==> config.mk <==
export PLATFORM = sky130hd
export DESIGN_NAME = rob_trace_buf_ctrl
export DESIGN_NICKNAME = d
export VERILOG_FILES = /design/src/rtl/rob_trace_buf_ctrl.sv
export SDC_FILE = /design/constraint.sdc
export NUM_CORES = 1
export LEC_CHECK = 0
export ABC_CLOCK_PERIOD_IN_PS = 2500
export CAP_MARGIN = 15
export CORE_AREA = 2 2 211 213
export CTS_CLUSTER_SIZE = 16
export DETAILED_ROUTE_END_ITERATION = 16
export DIE_AREA = 0 0 213 215
export PLACE_DENSITY = 0.44
export SKIP_LAST_GASP = 1
export SYNTH_ARGS = -nofsm -noshare
export SYNTH_HDL_FRONTEND = slang
export SYNTH_SLANG_ARGS = --single-unit
==> constraint.sdc <==
create_clock -name clock -period 2.5 [get_ports clock]
set_input_delay 0.375 -clock clock [delete_from_list [all_inputs] [get_ports clock]]
set_output_delay 0.375 -clock clock [all_outputs]
set_load 0.05 [all_outputs]
==> src/rtl/rob_trace_buf_ctrl.sv <==
// Circular trace buffer controller for the ROB debug SRAM: arm/trigger/freeze capture plus debug read-back.
// Optional feature macro: ROB_TRACE_TIMESTAMP_EN (stores a 16-bit cycle stamp in record bits [127:112]).
`timescale 1ns/1ps
module rob_trace_buf_ctrl #(
    parameter int DEPTH     = 32,
    parameter int ADDR_W    = 5,
    parameter int DATA_W    = 128,
    parameter int POST_TRIG = 16
) (
    input  logic              clock,
    input  logic              reset,
    input  logic              cmd_arm,
    input  logic              trig,
    input  logic              commit_valid,
    input  logic [DATA_W-1:0] commit_data,
    input  logic              rd_req_valid,
    output logic              rd_req_ready,
    input  logic [ADDR_W-1:0] rd_req_idx,
    output logic              rd_rsp_valid,
    output logic              rd_rsp_err,
    output logic [DATA_W-1:0] rd_rsp_data,
    output logic [1:0]        state,
    output logic [ADDR_W:0]   count,
    output logic [ADDR_W-1:0] sram_a,
    output logic [DATA_W-1:0] sram_i,
    output logic              sram_web,
    output logic              sram_csb,
    output logic              sram_oeb,
    input  logic [DATA_W-1:0] sram_o
);

    typedef enum logic [1:0] {
        S_IDLE   = 2'd0,
        S_ARMED  = 2'd1,
        S_TRIG   = 2'd2,
        S_FROZEN = 2'd3
    } state_t;

    localparam logic [ADDR_W:0]   DEPTH_W  = (ADDR_W+1)'(DEPTH);
    localparam logic [ADDR_W-1:0] LAST_PTR = ADDR_W'(DEPTH - 1);

    state_t              r_state;
    state_t              w_state_nxt;
    logic [ADDR_W-1:0]   r_wr_ptr;
    logic [ADDR_W:0]     r_count;
    logic [ADDR_W-1:0]   r_post_cnt;
    logic                r_rsp_valid;
    logic                r_rsp_err;

    logic                w_write;
    logic                w_ready;
    logic                w_rd_acc;
    logic                w_rd_err;
    logic                w_rd_mem;
    logic                w_rsp_ok;
    logic [ADDR_W:0]     w_sum;
    logic [ADDR_W:0]     w_wrap;
    logic [ADDR_W-1:0]   w_phys;
    logic [DATA_W-1:0]   w_rec;

`ifdef ROB_TRACE_TIMESTAMP_EN
    logic [15:0] r_ts;

    always_ff @(posedge clock or posedge reset) begin
        if (reset)        r_ts <= '0;
        else if (cmd_arm) r_ts <= '0;
        else              r_ts <= r_ts + 16'd1;
    end

    assign w_rec = {r_ts, commit_data[DATA_W-17:0]};
`else
    assign w_rec = commit_data;
`endif

    assign w_write  = commit_valid && !cmd_arm && (r_state == S_ARMED || r_state == S_TRIG);
    assign w_ready  = !reset && !cmd_arm && !w_write;
    assign w_rd_acc = rd_req_valid && w_ready;
    assign w_rd_err = {1'b0, rd_req_idx} >= r_count;
    assign w_rd_mem = w_rd_acc && !w_rd_err;

    // Once the buffer has wrapped, the oldest record sits at the write pointer.
    assign w_sum  = {1'b0, r_wr_ptr} + {1'b0, rd_req_idx};
    assign w_wrap = w_sum - DEPTH_W;
    assign w_phys = (r_count < DEPTH_W) ? rd_req_idx :
                    (w_sum >= DEPTH_W)  ? w_wrap[ADDR_W-1:0] : w_sum[ADDR_W-1:0];

    always_ff @(posedge clock or posedge reset) begin
        if (reset) r_state <= S_IDLE;
        else       r_state <= w_state_nxt;
    end

    always_comb begin
        w_state_nxt = r_state;
        if (cmd_arm) begin
            w_state_nxt = S_ARMED;
        end else begin
            case (r_state)
                S_ARMED:  if (trig) w_state_nxt = (POST_TRIG == 0) ? S_FROZEN : S_TRIG;
                S_TRIG:   if (w_write && r_post_cnt == ADDR_W'(1)) w_state_nxt = S_FROZEN;
                default:  w_state_nxt = r_state;
            endcase
        end
    end

    always_ff @(posedge clock or posedge reset) begin
        if (reset) begin
            r_wr_ptr    <= '0;
            r_count     <= '0;
            r_post_cnt  <= '0;
            r_rsp_valid <= 1'b0;
            r_rsp_err   <= 1'b0;
        end else begin
            r_rsp_valid <= w_rd_acc;
            r_rsp_err   <= w_rd_acc && w_rd_err;
            if (cmd_arm) begin
                r_wr_ptr   <= '0;
                r_count    <= '0;
                r_post_cnt <= '0;
            end else begin
                if (w_write) begin
                    r_wr_ptr <= (r_wr_ptr == LAST_PTR) ? '0 : r_wr_ptr + 1'b1;
                    if (r_count != DEPTH_W) r_count <= r_count + 1'b1;
                end
                if (r_state == S_ARMED && trig)
                    r_post_cnt <= ADDR_W'(POST_TRIG);
                else if (r_state == S_TRIG && w_write)
                    r_post_cnt <= r_post_cnt - 1'b1;
            end
        end
    end

    assign w_rsp_ok     = r_rsp_valid && !r_rsp_err;
    assign rd_req_ready = w_ready;
    assign rd_rsp_valid = r_rsp_valid;
    assign rd_rsp_err   = r_rsp_err;
    assign rd_rsp_data  = w_rsp_ok ? sram_o : '0;
    assign state        = r_state;
    assign count        = r_count;

    assign sram_csb = !(w_write || w_rd_mem);
    assign sram_web = !w_write;
    assign sram_oeb = !w_rsp_ok;
    assign sram_a   = w_write ? r_wr_ptr : (w_rd_mem ? w_phys : '0);
    assign sram_i   = w_write ? w_rec : '0;

endmodule
==> results <==
[cell usage after synthesis, drive strengths merged, types with 5 or more instances]
master  count
and2      258
clkbuf     23
dfrtp      20
inv        19
ha         17
nand2      14
nor2       13
o21ai      11
buf         9
xnor2       8
a21oi       7
nor3        5
[state kept, by name, summed over array words and instances (netlist names)]
name and cells:
count 6, r_post_cnt 5, r_wr_ptr 5, rd_rsp_err 1, rd_rsp_valid 1, state 2
[where the power goes]
part | switching, mW | internal [mW] | leakage [nW]
clock | 0.133 | 0.245 | 0.0442
combinational | 1.33 | 1.45 | 4.83
sequential | 0.0209 | 0.344 | 0.269
[cells by family (layout without fill, tap and decap cells)]
kind of cell,after synthesis,count (layout),share of synthesized area (%)
simple gates,316,316,60.3
buf+inv,51,606,7.14
compound gates,30,30,5.72
flops,20,20,15.4
fa+ha+maj,18,18,7.14
xor+xnor,10,10,2.69
mux,5,5,1.61
other cells,0,4,0
[metal layers]
layer	share of wire, %	wire length, um
met1	30	8540
met2	57	16300
met3	12	3480
met4	0.85	242
met5	0.14	39
[cells in the final DEF, fill, tap and decap left out, drive strengths merged, types with 3 or more instances in the layout]
master,count
a21oi,7
and2,258
buf,308
clkbuf,7
clkdlybuf4s50,267
dfrtp,20
diode,4
dlygate4sd2,4
ha,17
inv,19
mux2i,3
nand2,14
nand3,3
nor2,13
nor2b,4
nor3,5
nor4b,3
o21ai,11
xnor2,8
[worst max-delay path, stage by stage, from the launching register on]
cell	delay, ns
dfrtp_1	0.35
ha_2	0.18
inv_1	0.06
fa_2	0.39
nor2b_4	0.15
o2111ai_1	0.12
nor3b_2	0.22
nor3b_2	0.23
o22ai_2	0.12
buf_12	0.16
[how the worst min path moves through the flow]
stage / startpoint / end / slack, ns / cells after the start
2_1_floorplan: reset / count[0] / 0.34 / 1
3_3_place_gp: state[1] / state[1] / 0.56 / 2
3_5_place_dp: state[1] / state[1] / 0.57 / 2
4_1_cts: reset / rd_rsp_valid / 0.43 / 2
5_1_grt: reset / rd_rsp_err / 0.45 / 2
6_report: reset / rd_rsp_valid / 0.43 / 2
[area by class of cell]
class | instances | area [um^2] | share of cell area (%)
diodes | 4 | 10.0 | 0.0785
clock buffers | 4 | 88.8 | 0.696
inverters | 19 | 71.3 | 0.559
multi-input cells | 379 | 2770 | 21.7
flip-flops and latches | 20 | 503 | 3.94
well taps | 592 | 741 | 5.81
repair buffers | 583 | 8570 | 67.2
[through the flow]
step | utilization, % | worst slack (ns)
after CTS | 28.7 | -0.145
final | 29.2 | -0.124
after detailed placement | 28.0 | -0.490
after global placement | 28.0 | -0.489
after global routing | 29.2 | -0.222
after floorplan | - | -0.0697
[repair_timing]
item / in CTS / in global routing
setup endpoints to repair: 127 / 94
cloned: 2 / 3
pin swaps: 7 / 7
buffers inserted: 4 / 2
resized for setup: 39 / 47
==> impl_metrics.toml <==
[logic_synthesis]
synth-seq-cells = 20
synth_area_leaders = "and2_1 49%, dfrtp_1 15%, ha_1 6.5%"
synth_enable_flop_cells = 0
synthesis.instances = 450
synth_top_cell_by_area = "and2_1"
synth_async_sr_flop_share_pct = 100
synth_top_area_share_pct = 49.3
yosys_most_used_dff = "dfrtp_1"
synth.yosys.seq_area_share_pct = 15.4
post_synth_instance_area_um2 = 3260
yosysWarnings = 0
mappedNetlistNets = 735
post_synth.cell_area_avg_um2 = 7.24
synth.distinct_cells = 51

[critical_path]
reg2regPathDepth = 11
critPathArrivalTime_ns = 2.25
reg2reg_setup_slack_ns = 0.35
required_ns = 2.12
crit-reg2reg-launch = "state[0]"
timing.setup.critical_path_class = "flip-flop to output port"
critPathMaxFanout = 3
worst_setup_path_startpoint = "r_wr_ptr[0]"
critPathLaunchType = "flip-flop"
crit-reg2reg-capture = "state[1]"
kind_of_end_point_of_the_critical_path = "output port"
crit_end = "sram_a[4]"

[placement]
placed_cell_area_um2 = 12200
place_congestion = 0.830
port_buffers = 541
placedCellCount = 1582
hpwl_um = 25800

[grt]
grt_use_met3_pct = 4.44
grt_util_overall_pct = 11.6
globalRouteMet2Util_pct = 24.6
total_congestion_overflow = 0
first_global_vias = 5476
grt.busiest_layer = "met2"
number_of_antenna_violations_at_the_first_check_in_global_routing = 14
globalRouteMet1Util_pct = 10.2
maximum_number_of_pins_on_one_net_before_global_route_repair = 42
grt_pass1_wl_um = 38600

[clocking]
worst_setup_hold_path_clk_slew_ns = 0.06
cts_tree = "yes"
clock_latency_ns = 0.26
cts_htree_levels = 1
max-clock-path-buffers = 2
cts_hold_repair.buffers = 0
clock_sinks = 20
cts_root_buffer = "clkbuf_16"
cts_made_buffers = 3

[timing]
final_critical_path_setup_slack_ns = -0.124
setup-violations-final = 1
achievable-frequency_mhz = 381
final_hold_viol_count = 0
period_share_pct = 105
post-route-min-period_ns = 2.62
slew-limit-headroom_pct = 55.2
grt_setup_unrepaired = "yes"
slew_viol_final = 0
setup-tns-final_ns = -0.124
max_slew.worst_pin.slew_ns = 0.670
finClkSkew_ns = 0.00833
final.hold.worst_slack_ns = 0.432

[floorplan]
initial_core_util_pct = 7.47
placeableCoreArea_um2 = 43600
fp.dieH_um = 215
rows = 77
die_w_um = 213
die_area_um2 = 45800
top_level_ports = 542

[route]
count_of_vias_placed_by_the_detailed_router = 5259
postRouteAntennaNets = 0
finalWirelength_um = 28600
remaining_drc_errors = 0
detailedRoute.firstIterationViolations = 123
detail_route.vias_per_cell = 3.28
route.detailed.wl_per_inst_um = 17.9
drt-pass1-iter-count = 4

[power]
power_mw = 3.53
p_leak_nw = 5.14
vdd_ir_drop_max_mv = 0.194
power_density_nw_per_um2 = 277

[final_layout]
postLayoutCellArea_um2 = 12800
areaGrowthSynthToFinish_pct = 292
drive_above_1_share_pct = 40.1
layout.cells.non_filler = 1601
layout.nets = 1291
fillers = 4523

[hold_path]
worstHoldPathType = "primary input to async pin"

[run_status]
status = "complete, but fails checks"
violations_in_the_final_reports = "negative setup slack"

[job]
drv.max_cap_violation_count = 0
No activity file was read; power rests on OpenSTA's default activity.
